--- config.mk ---
export PLATFORM = sky130hd
export DESIGN_NAME = cmd_frame_ctrl
export DESIGN_NICKNAME = d
export VERILOG_FILES = /design/src/rtl/cmd_frame_ctrl.sv
export SDC_FILE = /design/constraint.sdc
export NUM_CORES = 1
export LEC_CHECK = 0
export CORE_MARGIN = 2
export CORE_UTILIZATION = 40
export CTS_CLUSTER_SIZE = 40
export DETAILED_ROUTE_END_ITERATION = 10
export PLACE_DENSITY_LB_ADDON = 0.15
export SYNTH_ARGS = -nofsm -noshare
export SYNTH_HDL_FRONTEND = slang
export SYNTH_SLANG_ARGS = --single-unit
--- constraint.sdc ---
create_clock -name CLK -period 2.6 [get_ports CLK]
set_clock_uncertainty 0.15 [all_clocks]
set_input_delay 0.78 -clock CLK [delete_from_list [all_inputs] [get_ports CLK]]
set_output_delay 0.78 -clock CLK [all_outputs]
set_load 0.03 [all_outputs]
--- src/rtl/cmd_frame_ctrl.sv ---
// Command-frame controller: decodes RX command frames into register-file, ALU and TX FIFO traffic.
// Optional inter-byte timeout abort is enabled by defining CMD_TIMEOUT_EN.
module cmd_frame_ctrl #(
  parameter int unsigned DATA_WIDTH     = 8,
  parameter int unsigned ADDR_WIDTH     = 4,
  parameter int unsigned TIMEOUT_CYCLES = 1024
) (
  input  logic                    CLK,
  input  logic                    RST,
  input  logic [DATA_WIDTH-1:0]   RX_P_DATA,
  input  logic                    RX_D_VLD,
  input  logic [DATA_WIDTH-1:0]   RdData,
  input  logic                    RdData_Valid,
  input  logic [2*DATA_WIDTH-1:0] ALU_OUT,
  input  logic                    OUT_Valid,
  input  logic                    FIFO_FULL,
  output logic [ADDR_WIDTH-1:0]   Address,
  output logic                    WrEn,
  output logic                    RdEn,
  output logic [DATA_WIDTH-1:0]   WrData,
  output logic [3:0]              ALU_FUN,
  output logic                    ALU_EN,
  output logic                    CLK_EN,
  output logic [DATA_WIDTH-1:0]   TX_P_DATA,
  output logic                    TX_D_VLD,
  output logic                    BUSY,
  output logic                    ERR
);

  typedef enum logic [3:0] {
    IDLE, WR_ADDR, WR_DATA, RD_ADDR, RD_REQ, RD_WAIT, RD_SEND,
    ALU_A, ALU_B, ALU_FUNC, ALU_WAIT, TX_LO, TX_HI, BR_ADDR, BR_CNT
  } state_t;

  state_t                  r_state, w_state;
  logic [ADDR_WIDTH-1:0]   r_addr, w_addr;
  logic [DATA_WIDTH-1:0]   r_cnt, w_cnt;
  logic [DATA_WIDTH-1:0]   r_rd_data, w_rd_data;
  logic [2*DATA_WIDTH-1:0] r_alu, w_alu;

  logic [ADDR_WIDTH-1:0]   r_address, w_address;
  logic [DATA_WIDTH-1:0]   r_wr_data, w_wr_data;
  logic [3:0]              r_alu_fun, w_alu_fun;
  logic [DATA_WIDTH-1:0]   r_tx_data, w_tx_data;
  logic                    r_wr_en, w_wr_en;
  logic                    r_rd_en, w_rd_en;
  logic                    r_alu_en, w_alu_en;
  logic                    r_clk_en, w_clk_en;
  logic                    r_tx_vld, w_tx_vld;
  logic                    r_busy;
  logic                    w_tx_ok;

`ifdef CMD_TIMEOUT_EN
  localparam int unsigned TW = $clog2(TIMEOUT_CYCLES + 1);
  logic [TW-1:0] r_tmo;
  logic          w_waiting;
  logic          w_timeout;
  logic          r_err, w_err;

  always_comb begin
    w_waiting = 1'b0;
    case (r_state)
      WR_ADDR, WR_DATA, RD_ADDR, ALU_A, ALU_B, ALU_FUNC, BR_ADDR, BR_CNT: w_waiting = 1'b1;
      default: w_waiting = 1'b0;
    endcase
  end

  assign w_timeout = w_waiting && !RX_D_VLD && (r_tmo == TW'(TIMEOUT_CYCLES - 1));

  always_ff @(posedge CLK or posedge RST) begin
    if (RST)                        r_tmo <= '0;
    else if (RX_D_VLD || !w_waiting) r_tmo <= '0;
    else                            r_tmo <= r_tmo + TW'(1);
  end
`endif

  // Spacing TX writes by one idle cycle absorbs a one-cycle lag on FIFO_FULL.
  assign w_tx_ok = !FIFO_FULL && !r_tx_vld;

  always_comb begin
    w_state   = r_state;
    w_addr    = r_addr;
    w_cnt     = r_cnt;
    w_rd_data = r_rd_data;
    w_alu     = r_alu;
    w_address = r_address;
    w_wr_data = r_wr_data;
    w_alu_fun = r_alu_fun;
    w_clk_en  = r_clk_en;
    w_tx_data = r_tx_data;
    w_wr_en   = 1'b0;
    w_rd_en   = 1'b0;
    w_alu_en  = 1'b0;
    w_tx_vld  = 1'b0;
`ifdef CMD_TIMEOUT_EN
    w_err     = 1'b0;
`endif

    case (r_state)
      IDLE: if (RX_D_VLD) begin
        case (RX_P_DATA)
          DATA_WIDTH'(8'hAA): w_state = WR_ADDR;
          DATA_WIDTH'(8'hBB): w_state = RD_ADDR;
          DATA_WIDTH'(8'hCC): w_state = ALU_A;
          DATA_WIDTH'(8'hDD): begin w_state = ALU_FUNC; w_clk_en = 1'b1; end
          DATA_WIDTH'(8'hEE): w_state = BR_ADDR;
          default:            w_state = IDLE;
        endcase
      end
      WR_ADDR: if (RX_D_VLD) begin
        w_addr  = RX_P_DATA[ADDR_WIDTH-1:0];
        w_state = WR_DATA;
      end
      WR_DATA: if (RX_D_VLD) begin
        w_wr_en   = 1'b1;
        w_address = r_addr;
        w_wr_data = RX_P_DATA;
        w_state   = IDLE;
      end
      RD_ADDR: if (RX_D_VLD) begin
        w_addr    = RX_P_DATA[ADDR_WIDTH-1:0];
        w_cnt     = DATA_WIDTH'(1);
        w_address = RX_P_DATA[ADDR_WIDTH-1:0];
        w_rd_en   = 1'b1;
        w_state   = RD_REQ;
      end
      // RdEn is launched on entry so it is visible for the whole RD_REQ cycle.
      RD_REQ: w_state = RD_WAIT;
      RD_WAIT: if (RdData_Valid) begin
        w_rd_data = RdData;
        w_state   = RD_SEND;
      end
      RD_SEND: if (w_tx_ok) begin
        w_tx_vld  = 1'b1;
        w_tx_data = r_rd_data;
        if (r_cnt > DATA_WIDTH'(1)) begin
          w_cnt     = r_cnt - DATA_WIDTH'(1);
          w_addr    = r_addr + ADDR_WIDTH'(1);
          w_address = r_addr + ADDR_WIDTH'(1);
          w_rd_en   = 1'b1;
          w_state   = RD_REQ;
        end else begin
          w_state = IDLE;
        end
      end
      ALU_A: if (RX_D_VLD) begin
        w_wr_en   = 1'b1;
        w_address = '0;
        w_wr_data = RX_P_DATA;
        w_state   = ALU_B;
      end
      ALU_B: if (RX_D_VLD) begin
        w_wr_en   = 1'b1;
        w_address = ADDR_WIDTH'(1);
        w_wr_data = RX_P_DATA;
        w_clk_en  = 1'b1;
        w_state   = ALU_FUNC;
      end
      ALU_FUNC: if (RX_D_VLD) begin
        w_alu_en  = 1'b1;
        w_alu_fun = RX_P_DATA[3:0];
        w_state   = ALU_WAIT;
      end
      ALU_WAIT: if (OUT_Valid) begin
        w_alu    = ALU_OUT;
        w_clk_en = 1'b0;
        w_state  = TX_LO;
      end
      TX_LO: if (w_tx_ok) begin
        w_tx_vld  = 1'b1;
        w_tx_data = r_alu[DATA_WIDTH-1:0];
        w_state   = TX_HI;
      end
      TX_HI: if (w_tx_ok) begin
        w_tx_vld  = 1'b1;
        w_tx_data = r_alu[2*DATA_WIDTH-1:DATA_WIDTH];
        w_state   = IDLE;
      end
      BR_ADDR: if (RX_D_VLD) begin
        w_addr  = RX_P_DATA[ADDR_WIDTH-1:0];
        w_state = BR_CNT;
      end
      BR_CNT: if (RX_D_VLD) begin
        if (RX_P_DATA == '0) begin
          w_state = IDLE;
        end else begin
          w_cnt     = RX_P_DATA;
          w_address = r_addr;
          w_rd_en   = 1'b1;
          w_state   = RD_REQ;
        end
      end
      default: w_state = IDLE;
    endcase

`ifdef CMD_TIMEOUT_EN
    if (w_timeout) begin
      w_state  = IDLE;
      w_err    = 1'b1;
      w_clk_en = 1'b0;
    end
`endif
  end

  always_ff @(posedge CLK or posedge RST) begin
    if (RST) begin
      r_state   <= IDLE;
      r_addr    <= '0;
      r_cnt     <= '0;
      r_rd_data <= '0;
      r_alu     <= '0;
      r_address <= '0;
      r_wr_data <= '0;
      r_alu_fun <= '0;
      r_tx_data <= '0;
      r_wr_en   <= 1'b0;
      r_rd_en   <= 1'b0;
      r_alu_en  <= 1'b0;
      r_clk_en  <= 1'b0;
      r_tx_vld  <= 1'b0;
      r_busy    <= 1'b0;
    end else begin
      r_state   <= w_state;
      r_addr    <= w_addr;
      r_cnt     <= w_cnt;
      r_rd_data <= w_rd_data;
      r_alu     <= w_alu;
      r_address <= w_address;
      r_wr_data <= w_wr_data;
      r_alu_fun <= w_alu_fun;
      r_tx_data <= w_tx_data;
      r_wr_en   <= w_wr_en;
      r_rd_en   <= w_rd_en;
      r_alu_en  <= w_alu_en;
      r_clk_en  <= w_clk_en;
      r_tx_vld  <= w_tx_vld;
      r_busy    <= (w_state != IDLE);
    end
  end

`ifdef CMD_TIMEOUT_EN
  always_ff @(posedge CLK or posedge RST) begin
    if (RST) r_err <= 1'b0;
    else     r_err <= w_err;
  end
  assign ERR = r_err;
`else
  assign ERR = 1'b0;
`endif

  assign Address   = r_address;
  assign WrEn      = r_wr_en;
  assign RdEn      = r_rd_en;
  assign WrData    = r_wr_data;
  assign ALU_FUN   = r_alu_fun;
  assign ALU_EN    = r_alu_en;
  assign CLK_EN    = r_clk_en;
  assign TX_P_DATA = r_tx_data;
  assign TX_D_VLD  = r_tx_vld;
  assign BUSY      = r_busy;

endmodule

==> flow_summary.json <==
{
  "yosysMostFrequentCell": "dfrtp_1",
  "crit_type": "input port to flip-flop",
  "worst_ep_arrival_time_ns": 2.58,
  "fmax_mhz": 397,
  "yosysTopAreaCell": "dfrtp_1",
  "top_layer": "met4",
  "grt_pass1_wl_mm": 15.9,
  "dieArea_sq_um": 10200,
  "ys.warnings.count": 0,
  "cts_max_path_buffers": 2,
  "grt_setup_unrepaired": "no",
  "clock_latency_ns": 0.34,
  "finalPower_uw": 5750,
  "initial_utilization_pct": 40.9,
  "dpl.hpwl_mm": 6.97,
  "grt_start_max_net_pins": 71,
  "synth.area.top_cells": "dfrtp_1 47%, mux2_2 12%, o21ai_0 5.3%",
  "synthFlopType": "dfrtp_1",
  "dpl_cell_area_sq_um": 4790,
  "ir_drop_v": 0.000701,
  "die_w_microns": 101,
  "synth_nets": 406,
  "wl_met1_mm": 4.75,
  "postSynthAreaPerCell_sq_um": 10.3,
  "clk_pin_slew_ns": 0.09,
  "timing.final.crit_period_ns": 2.52,
  "cp_data_required_time_ns": 2.66,
  "utilization_pct": 55.1,
  "drtIter0Drc": 182,
  "cts_sinks": 70,
  "finalHoldViolCount": 0,
  "hold_buffers": 0,
  "cts_tree": "done",
  "area_delta_synth_final_pct": 34.8,
  "num_vias": 3137,
  "rows": 35,
  "status": "complete, no violations",
  "tightest_slew_ns": 0.755,
  "core_sq_um": 9200,
  "p_comb_share_pct": 48.4,
  "hold_class": "flip-flop to flip-flop",
  "synthCells": 365,
  "antenna_found_initial": 0,
  "switching_share_pct": 39.9,
  "nFillCells": 828,
  "dp_slack_ns": -0.348,
  "r2r_cells": 5,
  "min_path_cells": 2,
  "final_max_slew_viol_count": 0,
  "path_max_fanout": 2,
  "antenna_cells": 0,
  "grt_usage_pct": 20.1,
  "syn-cell-area_sq_um": 3760,
  "fin_tns_setup_ns": 0,
  "leakagePower_uw": 0.00222,
  "ys_seq_area_share_pct": 46.6,
  "setup_viol": 0,
  "yosys-top-cells-count": "70 x dfrtp_1, 40 x mux2_2, 40 x o21ai_0",
  "max_slew_margin_pct": 49.4,
  "routed_wl_mm": 9.77,
  "synth_edf_count": 0,
  "die_h_microns": 101,
  "routabilityCongestion": 0.893,
  "synth.distinct_cells": 64,
  "io_pins": 69,
  "fin_crit_sh_pct": 97.0,
  "synth_seq_cells": 70,
  "drc": 0,
  "grt_overflow": 0,
  "power_frac_seq_pct": 34.3,
  "p_per_area_nw_per_um2": 1140,
  "routedWlPerCell_microns": 16.8,
  "grt_pass1_vias": 3128,
  "maxCapViolCount": 0,
  "postRouteAntennaNets": 0,
  "first_pass_iters": 4,
  "clock_power_share_pct": 17.3,
  "io_buffers": 67,
  "final_nets": 506,
  "vias_per_cell": 5.40,
  "root_buffer": "clkbuf_8",
  "design_area_sq_um": 5060,
  "synth_top_area_share_pct": 46.6,
  "cts_buffers": 9,
  "ctsHtreeMaxLevel": 3,
  "crit_path_end_kind": "flip-flop",
  "wl_met3_microns": 417,
  "drive_gt1_share_pct": 25.7,
  "synthArstFlopShare_pct": 100,
  "wl_met2_mm": 4.50,
  "switching_power_uw": 2290,
  "intPower_uw": 3460,
  "layout_setup_ws_ns": 0.0783,
  "startpoint_type": "input port"
}
## cell type report
| class | count | area, sq um | share of cell area (%) |
|---|---|---|---|
| Inverter | 11 | 45.0 | 0.889 |
| Tap cell | 111 | 139 | 2.74 |
| Multi-Input combinational cell | 260 | 1860 | 36.8 |
| Timing Repair Buffer | 113 | 1050 | 20.7 |
| Clock buffer | 10 | 128 | 2.52 |
| Clock inverter | 6 | 93.8 | 1.85 |
| Sequential cell | 70 | 1750 | 34.6 |
## cells in the final DEF, fill, tap and decap left out, types with 2 or more instances in the layout
cell and count:
nor2_1 19, clkbuf_8 9, nand2_1 25, buf_12 2, bufinv_16 2, and3_1 2
a32oi_1 3, buf_4 44, nor2b_1 8, o211ai_1 2, dfrtp_1 70, nor3_2 2
o21ba_2 2, a221o_1 2, nand3_1 9, or4b_1 2, ha_1 3, xor2_1 3
inv_1 10, mux2i_1 3, clkinv_4 2, clkdlybuf4s50_1 65, nor4_1 2, nand2b_1 4
nand4b_1 3, a211oi_1 2, nor4_4 2, mux2_2 40, o21ai_0 37, clkinvlp_4 2
a22oi_1 3, nor3b_1 2, a22o_1 8, dlymetal6s2s_1 2, o21ai_1 3, a21oi_1 25
nor3_1 10, o22ai_1 2
## sequential cells by signal (all words and copies together), names as in the netlist
| name | flops |
|---|---|
| CLK_EN | 1 |
| RdEn | 1 |
| WrData | 8 |
| Address | 4 |
| r_cnt | 8 |
| TX_D_VLD | 1 |
| WrEn | 1 |
| r_alu | 16 |
| TX_P_DATA | 8 |
| ALU_EN | 1 |
| r_rd_data | 8 |
| r_state | 4 |
| BUSY | 1 |
| r_addr | 4 |
| ALU_FUN | 4 |
## kinds of logic (layout without fill, tap and decap cells)
group | count (synthesis) | after routing | share of synthesized area, %
simple gates | 105 | 105 | 15.6
flops | 70 | 70 | 46.6
other cells | 1 | 1 | 0.0998
buf+inv | 35 | 140 | 4.86
mux | 43 | 43 | 12.8
compound gates | 105 | 105 | 18.3
xor+xnor | 3 | 3 | 0.699
fa+ha+maj | 3 | 3 | 0.999
## final timing paths
path                              start           end  slack (ns)
setup / recovery           RX_P_DATA[3]          BUSY        0.08
hold / removal             TX_P_DATA[0]  TX_P_DATA[0]        0.33
setup reg to reg             r_state[3]          BUSY        0.17
hold reg to reg            TX_P_DATA[0]  TX_P_DATA[0]        0.33
max in group asynchronous           RST     r_addr[0]        1.27
min in group asynchronous           RST      r_alu[6]        0.74
## per-stage QoR
| stage | instances | hold WS [ns] |
|---|---|---|
| global placement | 564 | 0.310 |
| CTS | 580 | 0.339 |
| finish | 581 | 0.334 |
| detailed placement | 564 | 0.319 |
| global route | 581 | 0.377 |
| floorplan | 365 | 0.320 |
## layer usage
layer	vias up	GRT usage, %
li1	1527	-
met1	1534	28.6
met2	69	31.0
met3	7	4.51
met4	0	5.41
met5	-	0
## power by group through the flow
stage	registers [uW]	clock network (uW)	logic (uW)
floorplan	2200	0	1550
detailed placement	1980	0	2740
global route	2050	1060	3040
finish	1970	995	2790
CTS	1970	1020	2760
global placement	1970	0	2700
## worst max-delay path, cell delays in order
cell and delay, ns:
clkdlybuf4s50_1 0.46, nor4_2 0.29, buf_4 0.15, nand3_1 0.08, a22oi_2 0.16, nand3_1 0.12, or4_1 0.54
## what timing repair did
item / 4_1_cts / 5_1_grt
endpoints found under the hold margin: 0 / 0
endpoints found under the setup margin: 0 / 9
setup buffers: 0 / 1
resized for setup: 0 / 11
No activity file was read; power rests on OpenSTA's default activity.
